File: src/rtl/xadc_sample_framer.sv
// xadc_sample_framer
//
// Pairs one XADC voltage sample with one current-monitor sample. Packs the two
// 12-bit results into a fixed-length byte frame:
//   SYNC, seq, V[11:4], {V[3:0], C[11:8]}, C[7:0] [, XOR of the five bytes]
// The frame goes out on an 8-bit AXI-Stream toward the FT232H sys_axis sink.
// One pair in every DECIMATE accepted pairs is framed. The other pairs are
// consumed and dropped.
//
// Optional build macro: XADC_SAMPLE_FRAMER_CHECKSUM_EN
//   When defined, the frame has a sixth byte: the XOR of bytes 0..4. That byte
//   carries tlast instead of byte 4.
//
// Ports
//   clk, rst_n                       block clock, asynchronous active-low reset
//   voltage_channel_*                AXIS sink, 12-bit sample in tdata[15:4]
//   current_monitor_channel_*        AXIS sink, 12-bit sample in tdata[15:4]
//   usb_axis_*                       AXIS source, framed byte stream
//   frame_count                      frames fully emitted, wraps at 16 bits
module xadc_sample_framer #(
  parameter logic [7:0]  SYNC_BYTE = 8'hA5,
  parameter int unsigned DECIMATE  = 1
) (
  input  logic        clk,
  input  logic        rst_n,

  input  logic [15:0] voltage_channel_tdata_i,
  input  logic        voltage_channel_tvalid_i,
  output logic        voltage_channel_tready_o,

  input  logic [15:0] current_monitor_channel_tdata_i,
  input  logic        current_monitor_channel_tvalid_i,
  output logic        current_monitor_channel_tready_o,

  output logic [7:0]  usb_axis_tdata_o,
  output logic        usb_axis_tvalid_o,
  input  logic        usb_axis_tready_i,
  output logic        usb_axis_tlast_o,
  output logic [0:0]  usb_axis_tkeep_o,
  output logic [0:0]  usb_axis_tid_o,
  output logic [0:0]  usb_axis_tdest_o,
  output logic [0:0]  usb_axis_tuser_o,

  output logic [15:0] frame_count
);

  localparam logic [7:0] DcntLast = 8'(DECIMATE - 1);

  typedef enum logic [2:0] {
    StIdle,
    StSync,
    StSeq,
    StD0,
    StD1,
    StD2
`ifdef XADC_SAMPLE_FRAMER_CHECKSUM_EN
    , StCsum
`endif
  } state_e;

  state_e      state_q, state_d;
  logic [7:0]  tdata_q, tdata_d;
  logic        tvalid_q, tvalid_d;
  logic        tlast_q, tlast_d;
  logic [7:0]  seq_q, seq_d;
  logic [15:0] fc_q, fc_d;
  logic [7:0]  dcnt_q, dcnt_d;
  logic [11:0] v_q, v_d;
  logic [11:0] c_q, c_d;

  logic        pair_avail;
  logic        frame_done;

  // The low nibbles of both channels hold no sample data.
  logic unused_low_bits;
  assign unused_low_bits = ^{voltage_channel_tdata_i[3:0],
                             current_monitor_channel_tdata_i[3:0]};

  // Both sides are taken in the same cycle, or neither is taken.
  assign pair_avail = (state_q == StIdle) && voltage_channel_tvalid_i &&
                      current_monitor_channel_tvalid_i;

  assign voltage_channel_tready_o         = pair_avail;
  assign current_monitor_channel_tready_o = pair_avail;

`ifdef XADC_SAMPLE_FRAMER_CHECKSUM_EN
  logic [7:0] csum;
  assign csum = SYNC_BYTE ^ seq_q ^ v_q[11:4] ^ {v_q[3:0], c_q[11:8]} ^ c_q[7:0];
`endif

  always_comb begin
    state_d    = state_q;
    tdata_d    = tdata_q;
    tvalid_d   = tvalid_q;
    tlast_d    = tlast_q;
    seq_d      = seq_q;
    fc_d       = fc_q;
    dcnt_d     = dcnt_q;
    v_d        = v_q;
    c_d        = c_q;
    frame_done = 1'b0;

    unique case (state_q)
      StIdle: begin
        if (pair_avail) begin
          if (dcnt_q == DcntLast) begin
            dcnt_d   = '0;
            v_d      = voltage_channel_tdata_i[15:4];
            c_d      = current_monitor_channel_tdata_i[15:4];
            state_d  = StSync;
            tvalid_d = 1'b1;
            tdata_d  = SYNC_BYTE;
            tlast_d  = 1'b0;
          end else begin
            dcnt_d = dcnt_q + 8'd1;
          end
        end
      end
      StSync: begin
        if (usb_axis_tready_i) begin
          state_d = StSeq;
          tdata_d = seq_q;
        end
      end
      StSeq: begin
        if (usb_axis_tready_i) begin
          state_d = StD0;
          tdata_d = v_q[11:4];
        end
      end
      StD0: begin
        if (usb_axis_tready_i) begin
          state_d = StD1;
          tdata_d = {v_q[3:0], c_q[11:8]};
        end
      end
      StD1: begin
        if (usb_axis_tready_i) begin
          state_d = StD2;
          tdata_d = c_q[7:0];
`ifdef XADC_SAMPLE_FRAMER_CHECKSUM_EN
          tlast_d = 1'b0;
`else
          tlast_d = 1'b1;
`endif
        end
      end
      StD2: begin
        if (usb_axis_tready_i) begin
`ifdef XADC_SAMPLE_FRAMER_CHECKSUM_EN
          state_d = StCsum;
          tdata_d = csum;
          tlast_d = 1'b1;
`else
          frame_done = 1'b1;
`endif
        end
      end
`ifdef XADC_SAMPLE_FRAMER_CHECKSUM_EN
      StCsum: begin
        if (usb_axis_tready_i) begin
          frame_done = 1'b1;
        end
      end
`endif
      default: begin
        state_d  = StIdle;
        tvalid_d = 1'b0;
        tlast_d  = 1'b0;
      end
    endcase

    if (frame_done) begin
      state_d  = StIdle;
      tvalid_d = 1'b0;
      tlast_d  = 1'b0;
      tdata_d  = '0;
      seq_d    = seq_q + 8'd1;
      fc_d     = fc_q + 16'd1;
    end
  end

  always_ff @(posedge clk or negedge rst_n) begin
    if (!rst_n) begin
      state_q  <= StIdle;
      tdata_q  <= '0;
      tvalid_q <= 1'b0;
      tlast_q  <= 1'b0;
      seq_q    <= '0;
      fc_q     <= '0;
      dcnt_q   <= '0;
      v_q      <= '0;
      c_q      <= '0;
    end else begin
      state_q  <= state_d;
      tdata_q  <= tdata_d;
      tvalid_q <= tvalid_d;
      tlast_q  <= tlast_d;
      seq_q    <= seq_d;
      fc_q     <= fc_d;
      dcnt_q   <= dcnt_d;
      v_q      <= v_d;
      c_q      <= c_d;
    end
  end

  assign usb_axis_tdata_o  = tdata_q;
  assign usb_axis_tvalid_o = tvalid_q;
  assign usb_axis_tlast_o  = tlast_q;
  assign usb_axis_tkeep_o  = '1;
  assign usb_axis_tid_o    = '0;
  assign usb_axis_tdest_o  = '0;
  assign usb_axis_tuser_o  = '0;
  assign frame_count       = fc_q;

endmodule

File: config.mk
export PLATFORM = sky130hd
export DESIGN_NAME = xadc_sample_framer
export DESIGN_NICKNAME = d
export VERILOG_FILES = /design/src/rtl/xadc_sample_framer.sv
export SDC_FILE = /design/constraint.sdc
export NUM_CORES = 1
export LEC_CHECK = 0
export BUFFER_PORTS_ARGS = -buffer_cell sky130_fd_sc_hd__clkbuf_2
export CAP_MARGIN = 20
export CORE_MARGIN = 3
export CORE_UTILIZATION = 50
export CTS_CLUSTER_DIAMETER = 50
export DETAILED_ROUTE_END_ITERATION = 12
export GPL_TIMING_DRIVEN = 0
export PLACE_DENSITY = 0.85
export SYNTH_ARGS = -nofsm -noshare
export SYNTH_HDL_FRONTEND = slang
export SYNTH_SLANG_ARGS = --single-unit
File: constraint.sdc
create_clock -name clk -period 4.2 [get_ports clk]
set_input_delay 0.63 -clock clk [delete_from_list [all_inputs] [get_ports clk]]
set_output_delay 0.63 -clock clk [all_outputs]
set_load 0.02 [all_outputs]
### Yosys cells after proc, flatten, opt, wreduce, memory -nomap -nowiden

Index checks and enable logic that the tools add are counted.
Widths: inputs -> output; s select.

* flip-flop bits (word level): 69
* input bits: 37
* output and inout bits: 32
* word-level logic and storage cells: 67

* $add $sub $neg: 3
* equality and inequality tests: 14
* muxes and demuxes: 28
* reduce and logical (&&, ||, !) cells: 13

Operators with widths (number)
* $mux 8: 8
* $pmux 8 s5: 1
* $mux 3: 7
* $pmux 3 s6: 1
* $add 16x1->16 const B: 1
* $add 8x1->8 const B: 2
* $ne 3x3->1 const B: 5
* $reduce_and 7->1: 2
* $mux 1: 9
* $logic_not 8->1: 1
* $eq 3x2->1 const B: 2
* $eq 3x3->1 const B: 2
* $reduce_and 3->1: 2
* $reduce_bool 6->1: 1
* $reduce_or 5->1: 1
* $ne 2x1->1 const B: 2
* $reduce_and 4->1: 1
* $reduce_or 4->1: 1
* $eq 3x1->1 const B: 1
* $logic_not 3->1: 1
* $ne 3x2->1 const B: 1
* $pmux 1 s3: 1
* $logic_and 1x1->1: 2
* $ne 2x2->1 const B: 1
* 2 further kinds: 2

### Logic depth before layout (Yosys ltp)

* depth in word-level cells: 6
* depth in mapped cells: 8
* mapped depth without buffers: 6

### Worst setup path after synthesis

No wires, ideal clock.

* path type: input port to output port
* start: in current_monitor_channel_tvalid_i
* end: out voltage_channel_tready_o
* arrival time: 1.263 ns
* data required time: 3.570 ns
* setup slack: 2.307 ns
* stages on the path: 4
* buffers on the path: 1
* cells stage by stage: and2_1 > nand2_1 > inv_1 > buf_4

* cells in the longest elaborated chain, start to end: 1

Ends and longest elaborated chain
* start, declared: RTL line 32 `input logic current_monitor_channel_tvalid_i,`
* $logic_and 1x1->1: RTL line 80 `assign pair_avail = (state_q == StIdle) && voltage_channel_tvalid_i &&`
* end, declared: RTL line 29 `output logic voltage_channel_tready_o,`

Every way passes these cells.

### Worst setup path in the final report

* start: reg state_q[1]
* end: out voltage_channel_tready_o

* cells in the longest elaborated chain, start to end: 3

Ends and longest elaborated chain
* start, declared: RTL line 61 `state_e state_q, state_d;`
* start signal, assigned: RTL line 185 `state_q <= StIdle;`
* start signal, assigned: RTL line 195 `state_q <= state_d;`
* $logic_not 3->1: RTL line 80
* $logic_and 1x1->1 (2 in series): RTL line 80

Every way passes these cells.

==> results.yml <==
status:
  outcome: "completed"
cts:
  cts_hold_buf: 0
  path_clk_slew_ps: 70
  cts_setup_buffers: 0
  cts_tree: "yes"
  clk_path_buf_depth: 2
  clock_latency_ps: 330
  cts_max_level: 3
  cts_buffers: 9
  cts_resized: 0
  cts_sinks: 69
  cts-root-buf: "clkbuf_8"
die:
  die_w_microns: 86.4
  start_util_pct: 53.1
  fp.dieH_microns: 86.4
  pin_count: 69
  die_area_sq_um: 7470
  fp-row-count: 28
  coreArea_sq_um: 6100
routing:
  drt-total-wl_microns: 6230
  drtIter0Drc: 127
  wl_per_cell_microns: 15.2
  drt-pass1-iter-count: 5
  drcViolationCount: 0
  ant_nets: 0
  dr_total_vias: 2213
  viasPerCell: 5.41
timing:
  fin_ws_ps: 1890
  tightest_slew_ps: 606
  clock_skew_ps: 6.42
  min_period_ps: 2310
  slew_viol_final: 0
  hold_slack_ps: 108
  max_slew_margin_pct: 59.5
  fin_crit_sh_pct: 55.0
  rsz0062_at_grt: "no"
  max_freq_ghz: 0.433
  hold_violations: 0
  tns_ps: 0
  setup_viol: 0
yosys:
  synth_cell_type_count: 36
  yosys_register_bits: 69
  netlist.area_leader.share_pct: 53.4
  synth_edf_count: 0
  ys_warn_count: 0
  syn_avg_cell_area_sq_um: 12.3
  syn_inst: 263
  yosysTopAreaCell: "dfrtp_1"
  ys_top_cells_by_area: "dfrtp_1 (53%), mux2_1 (6.6%), xnor2_1 (6.0%)"
  yosysMostFrequentCell: "dfrtp_1"
  ys_async_sr_fraction_pct: 100
  synthTopCellsByCount: "dfrtp_1 (69), xnor2_1 (22), mux2_1 (19)"
  syn_area_sq_um: 3230
  ys.flop_type: "dfrtp_1"
  yosysSeqAreaShare_pct: 53.4
worst_setup_path:
  slowest_stage: "dfrtp_1"
  crit_chain: "buf_2 -> nor3_4 -> nand2_1 -> inv_1 -> buf_4 -> clkbuf_2"
  crit_buf_inv: 4
  cp-start-kind: "flip-flop"
  cp.arrival_ps: 1680
  crit_family: "buffers and inverters"
  cp.required_ps: 3570
  r2r_slack_ps: 2340
  worstSetupEndpointType: "output pin"
  r2r_cells: 7
  max_stage_delay_ps: 360
  path_max_fanout: 9
  worstReg2RegEnd: "c_q[3]"
  worstSetupPathType: "reg -> out"
  r2r-start: "dcnt_q[0]"
job:
  max_cap_viol_count: 0
power_and_ir_drop:
  ir_worst_vdd_mv: 0.379
  p_per_area_nw_per_um2: 603
  p_leak_uw: 0.00194
hold_path:
  hold_path.class: "in -> async"
global_routing:
  gr-usage-all-layers_pct: 18.1
  antenna_found_initial: 0
  grt_max_degree: 69
  grt_pass1_wl_microns: 10600
  gr-total-overflow: 0
  grt_pass1_vias: 2259
layout:
  fill_cells: 514
  synthToLayoutAreaGrowth_pct: 17.3
  multi_input_area_sq_um: 1390
  diodes: 0
  drive_gt1_share_pct: 30.2
  regArea_sq_um: 1730
  layout.nets: 373
placement:
  place_ws_ps: 2150
  gp_congestion: 0.802
  port_buffers: 55
  hpwlAfterDp_microns: 4520
worst max path at each step:
| stage | depth (start not counted) | from | to |
|---|---|---|---|
| 3_3_place_gp | 1 | rst_n | c_q[10] |
| 5_1_grt | 6 | state_q[1] | voltage_channel_tready_o |
| 2_1_floorplan | 4 | current_monitor_channel_tvalid_i | voltage_channel_tready_o |
| 3_5_place_dp | 6 | current_monitor_channel_tvalid_i | voltage_channel_tready_o |
| 4_1_cts | 6 | state_q[1] | voltage_channel_tready_o |
| 6_report | 6 | state_q[1] | voltage_channel_tready_o |
cell usage in the layout, fill, tap and decap left out, drive strengths merged, types with 4 or more instances in the layout:
cell type  Yosys  routed
xnor2         22      22
a21oi          9       9
o32ai          4       4
ha             4       4
inv            7       7
dfrtp         69      69
nand4         10      10
nor2           4       4
buf           15      16
mux2          30      30
nand2         16      16
nand3         13      13
a22o           6       6
conb           2       4
and3          10      10
o21ai          5       5
clkbuf         1      67
xor2           7       7
mux2i          7       7
state kept, by name (all words and copies together), names as in the netlist:
| register | cells |
|---|---|
| seq_q | 8 |
| c_q | 12 |
| state_q | 3 |
| usb_axis_tdata_o | 8 |
| usb_axis_tvalid_o | 1 |
| usb_axis_tlast_o | 1 |
| frame_count | 16 |
| dcnt_q | 8 |
| v_q | 12 |
final cells by class:
class	count	area share (%)
plain buffers	16	2.70
clock buffers	11	3.73
clock inverters	2	0.330
inverters	7	0.692
multi-input cells	173	36.5
flip-flops and latches	69	45.5
well taps	75	2.47
repair buffers	56	8.04
per-stage QoR:
step           util, %  total power (uW)  area [sq um]  std cells
6_report          62.3              2290          3790        409
5_1_grt           62.3              2430          3790        409
4_1_cts           62.3              2300          3790        409
3_5_place_dp      59.7              1850          3640        396
3_3_place_gp      59.2              1810          3610        395
2_1_floorplan        -              1610          3240        265
logic make-up after synthesis:
kind of cell	Yosys count	share of synthesized area, %
AO/OA/AOI/OAI	28	6.15
XOR/XNOR	29	7.85
adder cells (fa/ha/maj)	4	1.55
buffers and inverters	23	3.98
flip-flops	69	53.4
multiplexers	37	13.4
other	2	0.232
AND/OR/NAND/NOR	71	13.4
where the power goes:
group	switching (uW)	internal, uW
Sequential	147	862
Clock	229	220
Combinational	432	396
Total	808	1480
worst reg2reg max path: stages, from the launching register on:
cell and delay [ps]:
dfrtp_1 390, inv_1 90, ha_1 140, nor3b_1 230, nand4_1 190, buf_4 240
buf_6 170, mux2_4 300
per-layer routing:
metal / part of all wire, % / global-route usage, % / wire (microns)
met3: 4.9 / 5.04 / 307
met5: 0 / 0 / 0
met2: 48 / 28.0 / 2990
met1: 46 / 24.1 / 2880
met4: 0.96 / 7.65 / 60
Power figures use the tool's default switching activity.
